===== src/rtl/busca_instrucao.sv =====
// Instruction fetch: req/ack fetch from instruction memory, valid/ready hand-off to decode, next-PC compute.
// Latency: 1 cycle from entering REQ with zero-wait memory to instr_valid; each memory wait cycle adds one.
// Backpressure: instr_ready low holds CHEIO (instr stable, no new request); an issued request is never withdrawn.
module busca_instrucao #(
    parameter int LARGURA = 32
) (
    input  logic               clk,
    input  logic               rst_n,
    input  logic [LARGURA-1:0] atual_Pc,
    output logic [LARGURA-1:0] proximo_Pc,
    output logic               mem_req,
    output logic [LARGURA-1:0] mem_addr,
    input  logic               mem_ack,
    input  logic [LARGURA-1:0] mem_rdata,
    input  logic               desvio,
    input  logic [LARGURA-1:0] alvo_desvio,
    output logic               instr_valid,
    output logic [LARGURA-1:0] instr,
    output logic [LARGURA-1:0] instr_pc,
    input  logic               instr_ready,
    output logic               falha_alinhamento
);

    typedef enum logic [2:0] {
        IDLE     = 3'd0,
        REQ      = 3'd1,
        CHEIO    = 3'd2,
        DESCARTA = 3'd3,
        ERRO     = 3'd4
    } estado_t;

    estado_t            estado_q, estado_d;
    logic [LARGURA-1:0] instr_q, instr_d;
    logic [LARGURA-1:0] instr_pc_q, instr_pc_d;
    logic [LARGURA-1:0] end_pendente_q, end_pendente_d;
    logic               alinhado;

    assign alinhado = (atual_Pc[1:0] == 2'b00);

    always_comb begin
        estado_d       = estado_q;
        instr_d        = instr_q;
        instr_pc_d     = instr_pc_q;
        end_pendente_d = end_pendente_q;
        proximo_Pc     = atual_Pc;
        case (estado_q)
            IDLE: estado_d = REQ;
            REQ: begin
                if (!alinhado) begin
                    estado_d = ERRO;
                end else if (mem_ack && !desvio) begin
                    instr_d    = mem_rdata;
                    instr_pc_d = atual_Pc;
                    proximo_Pc = atual_Pc + LARGURA'(4);
                    estado_d   = CHEIO;
                end else if (mem_ack && desvio) begin
                    estado_d = REQ;
                end else if (desvio) begin
                    // The in-flight request must still complete at its original address.
                    end_pendente_d = atual_Pc;
                    estado_d       = DESCARTA;
                end
            end
            DESCARTA: if (mem_ack) estado_d = REQ;
            CHEIO:    if (instr_ready || desvio) estado_d = REQ;
            ERRO:     if (desvio) estado_d = REQ;
            default:  estado_d = IDLE;
        endcase
        if (desvio) proximo_Pc = alvo_desvio;
    end

    always_ff @(posedge clk or negedge rst_n) begin
        if (!rst_n) begin
            estado_q       <= IDLE;
            instr_q        <= '0;
            instr_pc_q     <= '0;
            end_pendente_q <= '0;
        end else begin
            estado_q       <= estado_d;
            instr_q        <= instr_d;
            instr_pc_q     <= instr_pc_d;
            end_pendente_q <= end_pendente_d;
        end
    end

    assign mem_req           = ((estado_q == REQ) && alinhado) || (estado_q == DESCARTA);
    assign mem_addr          = (estado_q == DESCARTA) ? end_pendente_q : atual_Pc;
    assign instr_valid       = (estado_q == CHEIO);
    assign falha_alinhamento = (estado_q == ERRO);
    assign instr             = instr_q;
    assign instr_pc          = instr_pc_q;

endmodule


===== config.mk =====
export PLATFORM = sky130hd
export DESIGN_NAME = busca_instrucao
export DESIGN_NICKNAME = d
export VERILOG_FILES = /design/src/rtl/busca_instrucao.sv
export SDC_FILE = /design/constraint.sdc
export NUM_CORES = 1
export LEC_CHECK = 0
export CAP_MARGIN = 0
export CORE_MARGIN = 2
export CORE_UTILIZATION = 39
export CTS_CLUSTER_SIZE = 28
export DETAILED_ROUTE_END_ITERATION = 10
export PLACE_DENSITY = 0.82
export SKIP_LAST_GASP = 1
export SLEW_MARGIN = 40
export SYNTH_ARGS = -nofsm -noshare
export SYNTH_HDL_FRONTEND = slang
export SYNTH_SLANG_ARGS = --single-unit

===== constraint.sdc =====
create_clock -name clk -period 2.9 [get_ports clk]
set_clock_uncertainty 0.1 [all_clocks]
set_input_delay 0.29 -clock clk [delete_from_list [all_inputs] [get_ports clk]]
set_output_delay 0.29 -clock clk [all_outputs]
set_load 0.05 [all_outputs]

==> flow_summary.yaml <==
logic_synthesis:
  synthCells: 589
  synth_async_sr_flop_share: 1.00
  syn_nets: 691
  synth.distinct_cells: 44
  ys_ff_latch: 99
  ys_warn_count: 0
  ys.flop_type: "dfrtp_1"
  synth_edf_count: 0
  seq_area_frac_synth: 0.469
  avgSynthCellArea_um2: 8.96
  synth_area_um2: 5280
cts:
  cts_tree: "built"
  numCtsBuffers: 9
  htreeDepth: 3
  clkLatencyLatePin_ns: 0.34
  clockBufferDepth: 2
  clockRootBuffer: "clkbuf_16"
  cts.sinks: 99
  clk_pin_slew_ns: 0.07
cells_and_area:
  areaGrowthSynthToFinish_pct: 80.7
  final_common_cell: "nand2_1"
  final_cell_mix: "nand2_1, clkdlybuf4s50_1, dfrtp_1"
  antennaDiodeCount: 0
  design_area_um2: 9540
  drive_above_1_share: 0.299
  multi_input_area_um2: 3180
  fillers: 944
  seqCellArea_um2: 2480
  nets: 977
  final_cells: 1056
worst_setup_path:
  cp_max_fo: 13
  r2r_setup_slack_ns: 0.61
  reg2reg_to: "instr[7]"
  path_class: "input pin to primary output"
  end_kind: "primary output"
  arrival_ns: 2.78
  cp.required_ns: 2.51
  rr_worst_depth: 6
  start_kind: "input pin"
  worstReg2RegStart: "estado_q[1]"
timing:
  holdWs_ns: 0.367
  finalMaxSlewViolations: 0
  fmax_mhz: 316
  max_slew_margin: 0.561
  finalCriticalPeriod_ns: 3.17
  setup_viol: 21
  finalHoldViolations: 0
  fin_crit_sh: 1.09
  layout_setup_ws_ns: -0.270
  grt_setup_unrepaired: "true"
  tightest_slew_ns: 0.659
place:
  port_buffers: 231
  placed_cells: 1035
  place_ws_ns: -0.538
  placed_area_um2: 8910
  place.gp.congestion: 0.874
  dp_hpwl_mm: 14.1
worst_hold_path:
  min_from: "mem_rdata[31]"
  hold_depth: 3
  whs_endpoint: "instr[31]"
  hold_path.class: "input pin to flip-flop"
route:
  vias: 5768
  drtAntennaViolNets: 0
  wl_per_cell_um: 18.9
  routed_wl_mm: 19.9
  drc: 0
  first_pass_iters: 5
  drtIter0Drc: 415
  viasPerCell: 5.46
global_routing:
  grt_max_degree: 52
  antenna_found_initial: 0
  grt_pass1_wl_mm: 31.2
  grt_overflow: 0
  globalRouteTotalUtil: 0.273
  grt_pass1_vias: 5947
outcome:
  violations: "setup timing"
  outcome: "finished with violations"
floorplan:
  io_pins: 232
  core-area_um2: 13200
  initial_core_util: 0.399
  die-width_um: 120
  core.rowCount: 42
  die_y_um: 120
  dieArea_um2: 14500
power:
  ir_worst_vdd_uv: 576
  power.leakage_nw: 4.30
  p_per_area_nw_per_um2: 807
run:
  cap_violations: 0
-- cell families after synthesis --
family / synth area share
muxes: 0.138
adders and majority gates: 0.00237
and+or+nand+nor: 0.264
AOI/OAI and AO/OA: 0.0868
DFF: 0.469
buffers and inverters: 0.0360
xor gates and xnor gates: 0.00332
-- power by group --
| group | internal (W) | leakage [nW] | switching (W) |
|---|---|---|---|
| sequential | 0.00199 | 1.27 | 0.000356 |
| combinational | 0.00150 | 2.87 | 0.00255 |
| clock | 0.000785 | 0.160 | 0.000532 |
| total | 0.00427 | 4.30 | 0.00343 |
-- registers in the layout (all words and copies together) (netlist names) --
signal / flops
end_pendente_q: 32
instr_pc: 32
estado_q: 3
instr: 32
-- synth_stat cells, drive strengths merged, types with 2 or more instances --
cell type	count	area, um2
o31ai	18	135
clkbuf	36	135
a22o	2	17.5
or3	2	12.5
o21ai	10	50.1
nor2	29	109
a31oi	20	125
nand2b	3	18.8
a21oi	4	20.0
or4	22	169
nand3	18	90.1
nor4b	2	17.5
nor4	2	12.5
and3	4	25.0
or4b	2	20.0
o211ai	2	15.0
nand2	199	747
nor3	4	20.0
xnor2	2	17.5
a221o	3	30.0
nand4	7	43.8
and2	5	31.3
inv	5	18.8
mux2	64	721
and4	3	26.3
buf	5	36.3
o22a	2	17.5
dfrtp	99	2480
nor2b	5	31.3
-- worst max-delay path by stage --
stage | slack [ns] | cells past startpoint | from | to
2_1_floorplan | -0.21 | 7 | estado_q[1] | proximo_Pc[19]
3_3_place_gp | -0.48 | 6 | atual_Pc[1] | proximo_Pc[19]
3_5_place_dp | -0.54 | 6 | atual_Pc[0] | proximo_Pc[19]
4_1_cts | -0.36 | 5 | estado_q[1] | proximo_Pc[27]
5_1_grt | -0.32 | 6 | estado_q[1] | proximo_Pc[17]
6_report | -0.27 | 6 | atual_Pc[8] | proximo_Pc[22]
-- through the flow --
stage	utilization	total power, W	TNS [ns]
6_report	0.720	0.00770	-3.98
5_1_grt	0.720	0.00803	-5.17
4_1_cts	0.709	0.00772	-9.11
3_5_place_dp	0.673	0.00636	-9.96
3_3_place_gp	0.673	0.00623	-8.52
2_1_floorplan	-	0.00475	-2.20
-- worst max-delay path, stage by stage --
cell and delay (ns):
clkdlybuf4s50_1 0.50, nand3_1 0.34, or4_4 0.73, or4_4 0.56, a31oi_4 0.20, buf_12 0.16
-- per-layer routing --
metal  track usage  share of wire
met4         0.128          0.037
met3        0.0599          0.069
met5             0              0
met2         0.458           0.50
met1         0.337           0.39
-- area by class of cell --
cell class,instances,area share
Tap cell,176,0.0231
Clock buffer,11,0.0254
Sequential cell,99,0.260
Clock inverter,5,0.00905
Multi-Input combinational cell,446,0.333
Inverter,5,0.00197
Timing Repair Buffer,314,0.347
-- what timing repair did --
| item | 4_1_cts | 5_1_grt |
|---|---|---|
| gates cloned | 2 | 0 |
| endpoints found under the setup margin | 23 | 60 |
| setup buffers | 1 | 1 |
| hold buffers | 1 | 0 |
| hold endpoints to repair | 48 | 0 |
| resized for setup | 25 | 33 |
| pin swaps | 20 | 16 |
No activity file was read; power rests on OpenSTA's default activity.
